--- src/rtl/xor_pkg.sv ---
// Shared types, LFSR taps and helper functions for the XOR keystream unit.
package xor_pkg;

  typedef enum logic [1:0] {EMPTY, ONE, TWO} buf_state_e;

  localparam logic [31:0] TAPS_8  = 32'h0000_00B8;
  localparam logic [31:0] TAPS_16 = 32'h0000_B400;
  localparam logic [31:0] TAPS_32 = 32'h8020_0003;

  function automatic logic [31:0] taps_for(input int unsigned width);
    case (width)
      8:       return TAPS_8;
      16:      return TAPS_16;
      32:      return TAPS_32;
      default: return 32'h0;
    endcase
  endfunction

  // Right-shifting Galois step; operands are zero-extended to 32 bits.
  function automatic logic [31:0] lfsr_step(input logic [31:0] k, input int unsigned width);
    logic [31:0] s;
    s = k >> 1;
    if (k[0]) s = s ^ taps_for(width);
    return s;
  endfunction

  function automatic bit cfg_ok(input int unsigned width, input logic [31:0] seed);
    return ((width == 8) || (width == 16) || (width == 32)) && (seed != 32'h0);
  endfunction

endpackage

--- src/rtl/xor_lfsr.sv ---
// Key register with load, zero-key substitution and one LFSR step per accepted word.
module xor_lfsr
  import xor_pkg::*;
#(
  parameter int unsigned      WIDTH = 8,
  parameter logic [WIDTH-1:0] SEED  = 'hA5
) (
  input  logic             clk,
  input  logic             rst_n,
  input  logic             key_load,
  input  logic [WIDTH-1:0] key_in,
  input  logic             step_en,
  output logic [WIDTH-1:0] key_q
);

  logic [WIDTH-1:0] key_reg;
  logic [WIDTH-1:0] key_step_next;
  logic [WIDTH-1:0] key_load_next;

  assign key_step_next = WIDTH'(lfsr_step(32'(key_reg), WIDTH));
  // An all-zero key would lock the LFSR, so it is replaced by the seed.
  assign key_load_next = (key_in == '0) ? SEED : key_in;

  always_ff @(posedge clk or negedge rst_n) begin
    if (!rst_n) begin
      key_reg <= SEED;
    end else if (key_load) begin
      key_reg <= key_load_next;
    end else if (step_en) begin
      key_reg <= key_step_next;
    end
  end

  assign key_q = key_reg;

endmodule

--- src/rtl/xor_keystream_unit.sv ---
// Streaming XOR with key register and 2-entry skid buffer.
// Define XOR_LFSR_EN to advance the key by an LFSR step on every accepted word.
module xor_keystream_unit
  import xor_pkg::*;
#(
  parameter int unsigned      WIDTH = 8,
  parameter logic [WIDTH-1:0] SEED  = 'hA5
) (
  input  logic             clk,
  input  logic             rst_n,
  input  logic             key_load,
  input  logic [WIDTH-1:0] key_in,
  input  logic             in_valid,
  output logic             in_ready,
  input  logic [WIDTH-1:0] in_data,
  output logic             out_valid,
  input  logic             out_ready,
  output logic [WIDTH-1:0] out_data
);

  if (!cfg_ok(WIDTH, 32'(SEED))) begin : g_bad_cfg
    $error("xor_keystream_unit: WIDTH must be 8/16/32 and SEED non-zero");
  end

  buf_state_e       state_reg;
  logic [WIDTH-1:0] head_reg;
  logic [WIDTH-1:0] tail_reg;
  logic [WIDTH-1:0] key_q;
  logic [WIDTH-1:0] result;
  logic             accept;
  logic             drain;

  assign in_ready  = (state_reg != TWO);
  assign out_valid = (state_reg != EMPTY);
  assign out_data  = head_reg;
  assign accept    = in_valid && in_ready;
  assign drain     = out_valid && out_ready;

  for (genvar gi = 0; gi < WIDTH; gi++) begin : g_xor
    assign result[gi] = in_data[gi] ^ key_q[gi];
  end

`ifdef XOR_LFSR_EN
  xor_lfsr #(
    .WIDTH (WIDTH),
    .SEED  (SEED)
  ) u_key (
    .clk      (clk),
    .rst_n    (rst_n),
    .key_load (key_load),
    .key_in   (key_in),
    .step_en  (accept),
    .key_q    (key_q)
  );
`else
  logic [WIDTH-1:0] key_reg;

  always_ff @(posedge clk or negedge rst_n) begin
    if (!rst_n) begin
      key_reg <= SEED;
    end else if (key_load) begin
      key_reg <= key_in;
    end
  end

  assign key_q = key_reg;
`endif

  // head_reg is always the oldest word; tail_reg only matters in TWO.
  always_ff @(posedge clk or negedge rst_n) begin
    if (!rst_n) begin
      state_reg <= EMPTY;
      head_reg  <= '0;
      tail_reg  <= '0;
    end else begin
      case (state_reg)
        EMPTY: begin
          if (accept) begin
            head_reg  <= result;
            state_reg <= ONE;
          end
        end
        ONE: begin
          if (accept && !drain) begin
            tail_reg  <= result;
            state_reg <= TWO;
          end else if (!accept && drain) begin
            state_reg <= EMPTY;
          end else if (accept && drain) begin
            head_reg <= result;
          end
        end
        TWO: begin
          if (drain) begin
            head_reg  <= tail_reg;
            state_reg <= ONE;
          end
        end
        default: state_reg <= EMPTY;
      endcase
    end
  end

endmodule

--- config.mk ---
export PLATFORM = sky130hd
export DESIGN_NAME = xor_keystream_unit
export DESIGN_NICKNAME = d
export VERILOG_FILES = /design/src/rtl/xor_pkg.sv /design/src/rtl/xor_lfsr.sv /design/src/rtl/xor_keystream_unit.sv
export SDC_FILE = /design/constraint.sdc
export NUM_CORES = 1
export LEC_CHECK = 0
export CORE_MARGIN = 2
export CORE_UTILIZATION = 30
export CTS_BUF_LIST = sky130_fd_sc_hd__clkbuf_4 sky130_fd_sc_hd__clkbuf_8
export CTS_CLUSTER_SIZE = 12
export DETAILED_ROUTE_END_ITERATION = 8
export GPL_TIMING_DRIVEN = 0
export PLACE_DENSITY_LB_ADDON = 0.1
export SLEW_MARGIN = 30
export SYNTH_ARGS = -nofsm -noshare
export SYNTH_HDL_FRONTEND = slang
export SYNTH_HIERARCHICAL = 1
export SYNTH_SLANG_ARGS = --single-unit
--- constraint.sdc ---
create_clock -name clk -period 2.53 [get_ports clk]
set_input_delay 0.759 -clock clk [delete_from_list [all_inputs] [get_ports clk]]
set_output_delay 0.759 -clock clk [all_outputs]
set_load 0.02 [all_outputs]
## After elaboration in Yosys (flattened, before gate mapping)

Cells that the tools add are included.

- Bits in registers: 26
- Output and inout bits: 10
- Logic and storage cells: 45

- Eq/ne operators: 9
- Muxes and demuxes: 11
- Bitwise logic cells: 8
- Reductions and logical operators: 13

Operators by type and width:

| cell | count |
|---|---|
| $mux 8 | 5 |
| $pmux 8 s3 | 1 |
| $ne 2x2->1 const B | 6 |
| $mux 2 | 4 |
| $xor 1x1->1 | 8 |
| $pmux 2 s3 | 1 |
| $reduce_and 6->1 | 1 |
| $logic_and 1x1->1 | 5 |
| $ne 3x3->1 const B | 1 |
| $reduce_and 3->1 | 1 |
| $reduce_bool 3->1 | 1 |
| $eq 2x1->1 const B | 1 |
| $eq 2x2->1 const B | 1 |
| $logic_not 1->1 | 2 |
| $logic_not 2->1 | 1 |
| $reduce_and 2->1 | 1 |
| $reduce_bool 2->1 | 1 |

## Longest topological paths before layout

Gate-level depths: netlist of run 1.

- Word-level depth: 7
- Mapped depth: 4
- Mapped depth without buffers: 3

## Least setup slack after synthesis of run 1

No wires, ideal clock.

- Path type: input to register
- From: input port out_ready
- To: register tail_reg[0]
- Library setup time: 0.125 ns
- Data arrival time: 1.457 ns
- Required time: 2.405 ns
- Slack: 0.948 ns
- Stages: 3
- Cell sequence: and4bb_1 -> buf_6 -> mux2_4

- Cells in the longest elaborated chain, start to end: 4

Ends and longest elaborated chain:

| element | RTL line | text |
|---|---|---|
| start, declared | xor_keystream_unit.sv:17 | `input logic out_ready,` |
| $logic_and 1x1->1 | xor_keystream_unit.sv:37 | `assign drain = out_valid && out_ready;` |
| $logic_not 1->1 | xor_keystream_unit.sv:84 | `if (accept && !drain) begin` |
| $logic_and 1x1->1 | xor_keystream_unit.sv:84 |  |
| $reduce_and 2->1 (no source line) | n/a |  |
| end signal, assigned | xor_keystream_unit.sv:85 | `tail_reg <= result;` |
| end, declared | xor_keystream_unit.sv:27 | `logic [WIDTH-1:0] tail_reg;` |

No other way between the ends.
A chain may end at the register's enable or synchronous reset.

## Worst setup path in the final report of run 1

- From: register state_reg[1]
- To: output port out_valid

- Cells in the longest elaborated chain, start to end: 1

Ends and longest elaborated chain:

| element | RTL line | text |
|---|---|---|
| start, declared | xor_keystream_unit.sv:25 | `buf_state_e state_reg;` |
| start signal, assigned | xor_keystream_unit.sv:72 | `state_reg <= EMPTY;` |
| start signal, assigned | xor_keystream_unit.sv:80 | `state_reg <= ONE;` |
| start signal, assigned | xor_keystream_unit.sv:86 | `state_reg <= TWO;` |
| $reduce_bool 2->1 | xor_keystream_unit.sv:34 | `assign out_valid = (state_reg != EMPTY);` |
| end, declared | xor_keystream_unit.sv:16 | `output logic out_valid,` |

No other way between the ends.

==> metrics.cfg, run 1 <==
[global_routing]
grt_max_degree=27
antenna_found_initial=0
grt_remaining_overflow=0
grt_pass1_vias=847
grt_usage_pct=11.94
grt_pass1_wl_mm=4.050

[critical_path]
critPathMaxFanout=9
worstSetupPathType=register to primary output
rrSetupSlack_ns=1.03
worst_ep_required_time_ns=1.77
arrival_ns=1.59
crit_path_start_kind=register
endpoint_kind=primary output

[timing]
final_max_slew_viol_count=0
period_needed_ns=2.349
setup_viol_count_final=0
max_freq_ghz=0.4257
max_slew_margin_pct=61.12
period_share_pct=92.84
finClkSkew_ns=0.001561
rsz0062_at_grt=false
tns_ns=0
hold_viol=0
tightest_slew_ns=0.5833

[synthesis]
synth_area_um2=1247
syn-num-nets=112
yosysWarnings=6
ys_ff_latch=26
syn_inst=91
synth.avg_cell_area_um2=13.71
ys_types=23
ys_seq_area_share_pct=52.56

[die]
dieHeight_um=68.49
rows=23
start_util_pct=31.19
core_area_um2=4000
ios=31
dieArea_um2=4690
die_x_um=68.49

[detailed_routing]
ant_nets=0
totalWireLength_mm=2.296
post_drt_wl_per_cell_um=13.20
drt_pass1_iterations=2
via_count=796
drc=0
dr.first_iter.drc_count=28
vias_per_cell=4.575

[cells_and_area]
nNetsFinal=146
diodes=0
final_core_util_pct=41.32
drive_above_1_share_pct=24.19
areaGrowthSynthToFinish_pct=32.50

[pwr]
swShare_pct=30.10
p_switching_uw=430.5
combPwrFrac_pct=36.5
power_density_nw_per_um2=865.3
peakVddDrop_uv=285.7
p_int_uw=999.7
sequentialPowerShare_pct=44.7
clock_power_share_pct=18.8
p_leak_uw=0.0007580

[worst_hold_path]
hp-class=input pin to asynchronous set/reset pin

[clock_tree]
cts_buffer_depth=2
cts_buffers=3
root_buffer=clkbuf_8
htree_levels=1
worst_setup_hold_path_clk_slew_ns=0.09
ctsResizeCount=0
cts_hold_buf=0
tritoncts=yes
cts_setup_buffers=0
clock_sinks=26
insertion_delay_ns=0.27

[status]
status=finished clean

[placed_design]
dp_hpwl_mm=1.611
globalplace.congestion=0.7361
numPortBuffers=29

[run]
drv_cap=0

## metal layers
metal / routed length, um / global-route usage [%]
met4: 15 / 3.750
met2: 1138 / 19.95
met5: 0 / 0
met3: 98 / 2.796
met1: 1044 / 15.17
## power by group through the flow
stage	clock (uW)	sequential, uW	combinational (uW)
3_3_place_gp	0	644	518
6_report	269	639	522
3_5_place_dp	0	645	532
5_1_grt	297	661	569
2_1_floorplan	0	702	256
4_1_cts	281	641	533
## cell type report
type,instances,area (um^2)
Inverter,7,26.28
Tap cell,50,62.56
Multi-Input combinational cell,55,543.0
Sequential cell,26,655.6
Buffer,3,22.52
Clock buffer,4,55.05
Timing Repair Buffer,29,287.8
Fill cell,388,2347
## final timing paths
check / start / end / cells after the start
setup / recovery: state_reg[1]$_DFFE_PN0P_ / out_valid / 2
hold / removal: rst_n / tail_reg[5]$_DFFE_PN0P_ / 1
setup reg to reg: state_reg[1]$_DFFE_PN0P_ / out_data[6]$_DFFE_PN0P_ / 3
hold reg to reg: tail_reg[4]$_DFFE_PN0P_ / tail_reg[4]$_DFFE_PN0P_ / 1
max in group asynchronous: rst_n / out_data[6]$_DFFE_PN0P_ / 1
min in group clk: tail_reg[4]$_DFFE_PN0P_ / tail_reg[4]$_DFFE_PN0P_ / 1
## per-stage QoR
step           total power [uW]  worst slack [ns]  hold WS, ns  cell area [um^2]  cells
2_1_floorplan             957.6            0.9482       0.4634              1247     91
3_3_place_gp               1162            0.2434       0.4946              1600    170
3_5_place_dp               1177            0.2331       0.4976              1595    170
4_1_cts                    1455           0.04167       0.5079              1650    174
5_1_grt                    1527            0.1318       0.5163              1653    174
6_report                   1430            0.1811       0.4802              1653    174
## Yosys cell counts
master	number	area share, %
buf_4	1	0.60
dfstp_2	4	8.4
nand3b_1	1	0.60
nand2_1	1	0.30
buf_6	1	0.90
inv_1	7	2.1
xnor2_1	1	0.70
and2b_1	1	0.60
or2_2	1	0.50
xor2_1	7	4.9
nor2b_2	1	0.70
mux2_4	8	9.6
dfrtp_1	22	44
o21ai_4	1	1.3
nor2_1	1	0.30
o22ai_1	1	0.50
clkbuf_1	1	0.30
mux2_2	8	7.2
nand2b_1	2	1.0
and4bb_1	1	1.0
mux2i_1	15	12
a21oi_1	4	1.6
nor3b_1	1	0.60
## worst max-delay path, stage by stage, from the launching register on
cell             delay, ns
dfrtp_1               0.47
or2_2                 0.32
clkdlybuf4s50_1       0.53
## cell families after synthesis
logic type | Yosys count | share of synthesized area, %
AOI/OAI and AO/OA | 6 | 3.411
xor gates and xnor gates | 8 | 5.617
buffers and inverters | 10 | 3.912
DFF | 26 | 52.56
muxes | 31 | 28.89
and+or+nand+nor | 10 | 5.617
## placed cells by master (no fill, tap or decap), drive strengths merged
master / count
clkdlybuf4s50: 27
dfrtp: 22
mux2: 16
mux2i: 15
inv: 7
xor2: 7
clkbuf: 5
a21oi: 4
dfstp: 4
buf: 3
nand2b: 2
or2: 1
nor2b: 1
nand3b: 1
o21ai: 1
and4bb: 1
xnor2: 1
nor2: 1
and2b: 1
o22ai: 1
nor3b: 1
nand2: 1
dlymetal6s2s: 1
No activity file was read; power rests on OpenSTA's default activity.
==> run 2: changes to the inputs <==
--- a/config.mk
+++ b/config.mk
@@ -6,13 +6,12 @@
 export NUM_CORES = 1
 export LEC_CHECK = 0
 export CORE_MARGIN = 2
-export CORE_UTILIZATION = 30
+export CORE_UTILIZATION = 36
 export CTS_BUF_LIST = sky130_fd_sc_hd__clkbuf_4 sky130_fd_sc_hd__clkbuf_8
 export CTS_CLUSTER_SIZE = 12
 export DETAILED_ROUTE_END_ITERATION = 8
 export GPL_TIMING_DRIVEN = 0
 export PLACE_DENSITY_LB_ADDON = 0.1
-export SLEW_MARGIN = 30
 export SYNTH_ARGS = -nofsm -noshare
 export SYNTH_HDL_FRONTEND = slang
 export SYNTH_HIERARCHICAL = 1
==> constraint.sdc (replaced) <==
create_clock -name clk -period 2.53 [get_ports clk]
set_input_delay 0.759 -clock clk [delete_from_list [all_inputs] [get_ports clk]]
set_output_delay 0.759 -clock clk [all_outputs]
set_load 0.05 [all_outputs]
==> run 2 against run 1 <==
  * Critical path depth is 1 higher
  * Die area down 16%
  * Cell count down 2.3%
  * First-iteration DRC count increased by 21%
  * Clock power is 28% lower
  * Clock skew grew 0.0075 ns
  * Design area down 1.7%
  * Routed wire length fell by 6.3%
  * Combinational power increased by 26%
  * Critical endpoint is now in_ready
  * Largest power group is now combinational cells
  * Flip-flop and latch count unchanged
  * Largest cell class unchanged
  * Fmax is 2.4% lower
  * Sequential power is essentially flat
  * Critical path type unchanged
==> metrics.cfg, run 2 (synthesis gave the netlist of run 1 again) <==
[clock_tree]
root_buffer=clkbuf_4
cts_setup_buffers=0
clock_sinks=26
htree_levels=1
insertion_delay_ns=0.32
cts_hold_buf=0
cts_buffer_depth=2
cts_buffers=3
worst_setup_hold_path_clk_slew_ns=0.13
ctsResizeCount=2
tritoncts=yes

[placed_design]
numPortBuffers=29
globalplace.congestion=0.6788
dp_hpwl_mm=1.593
place_area_um2=1595

[die]
ios=31
die_x_um=62.87
dieHeight_um=62.87
start_util_pct=37.38
core_area_um2=3337
rows=21
dieArea_um2=3952

[timing]
hold_viol=0
period_needed_ns=2.408
tightest_slew_ns=1.143
period_share_pct=95.16
finClkSkew_ns=0.009107
final_max_slew_viol_count=0
max_slew_margin_pct=23.57
max_freq_ghz=0.4154
setup_viol_count_final=0
rsz0062_at_grt=false
tns_ns=0

[global_routing]
grt_usage_pct=12.59
grt_max_degree=27
grt_remaining_overflow=0
grt_pass1_vias=835
antenna_found_initial=0
grt_pass1_wl_mm=3.850

[detailed_routing]
ant_nets=0
wl_met3_um=89
highest_layer=met4
via_count=775
wl_met2_mm=1.025
dr.first_iter.drc_count=34
wl_met1_um=990
drc=0
post_drt_wl_per_cell_um=12.65
totalWireLength_mm=2.151
vias_per_cell=4.559
drt_pass1_iterations=4

[critical_path]
crit_path_start_kind=register
endpoint_kind=primary output
worst_ep_required_time_ns=1.77
crit_path_cell_trace=nand2b_1, buf_4, clkdlybuf4s15_1
arrival_ns=1.65
cp_slowest_stage_delay_ns=0.52
cpMaxStageDelayCell=clkdlybuf4s15_1
critPathMaxFanout=10
worstSetupPathType=register to primary output

[cells_and_area]
final_area_um2=1624
final_common_cell=clkdlybuf4s50_1
multi_input_area_um2=543.0
seq_area_um2=655.6
final_cell_mix=27 x clkdlybuf4s50_1, 22 x dfrtp_1, 15 x mux2i_1
num-fill-cells=333
drive_above_1_share_pct=23.39
areaGrowthSynthToFinish_pct=30.19
diodes=0
nNetsFinal=146

[pwr]
p_int_uw=928.5
p_leak_uw=0.0007479
swShare_pct=37.68
clock_power_share_pct=12.9
sequentialPowerShare_pct=42.9
peakVddDrop_uv=238.3
p_switching_uw=561.4
finalPower_uw=1490
combPwrFrac_pct=44.2
power_density_nw_per_um2=917.4

[worst_hold_path]
hp-class=register to register

[status]
status=finished clean

[run]
drv_cap=0

run 2: area by class of cell:
type,count,area share [%]
Clock buffer,4,1.849
Multi-Input combinational cell,55,33.44
Buffer,3,1.387
Timing Repair Buffer,29,17.80
Tap cell,46,3.544
Sequential cell,26,40.37
Inverter,7,1.618
run 2: worst paths after layout:
path / cells past startpoint / start / to / slack (ns)
min in group asynchronous: 1 / rst_n / out_data[3]$_DFFE_PN0P_ / 1.03
min: 1 / tail_reg[0]$_DFFE_PN0P_ / tail_reg[0]$_DFFE_PN0P_ / 0.53
max in group asynchronous: 1 / rst_n / out_data[5]$_DFFE_PN0P_ / 0.82
max: 3 / state_reg[0]$_DFFE_PN0P_ / in_ready / 0.12
min reg2reg: 1 / tail_reg[0]$_DFFE_PN0P_ / tail_reg[0]$_DFFE_PN0P_ / 0.53
max reg2reg: 3 / state_reg[0]$_DFFE_PN0P_ / out_data[6]$_DFFE_PN0P_ / 1.05
run 2: layer usage:
metal / GRT usage, % / up-vias
li1: - / 376
met1: 16.25 / 371
met2: 19.68 / 23
met3: 2.523 / 5
met4: 6.944 / 0
met5: 0 / -
run 2: critical path: cells and delay by family, from the launching register on:
kind | cells | cell delay (ns)
buf+inv | 2 | 0.73
flops | 1 | 0.47
simple gates | 1 | 0.13
run 2: metrics by stage:
stage / hold slack (ns) / instances / setup slack (ns) / utilization (%)
after floorplan: 0.4634 / 91 / 0.9270 / -
after global placement: 0.4928 / 166 / 0.1965 / 47.81
after detailed placement: 0.4977 / 166 / 0.1575 / 47.81
after CTS: 0.5344 / 170 / 0.05705 / 48.63
after global routing: 0.5498 / 170 / 0.009339 / 48.67
final: 0.5272 / 170 / 0.1224 / 48.67
run 2: power by group through the flow:
stage / Clock, uW / Sequential (uW) / Combinational [uW]
final: 193 / 639 / 659
after global routing: 222 / 660 / 702
after CTS: 207 / 642 / 667
after detailed placement: 0 / 650 / 670
after global placement: 0 / 642 / 659
after floorplan: 0 / 831 / 270
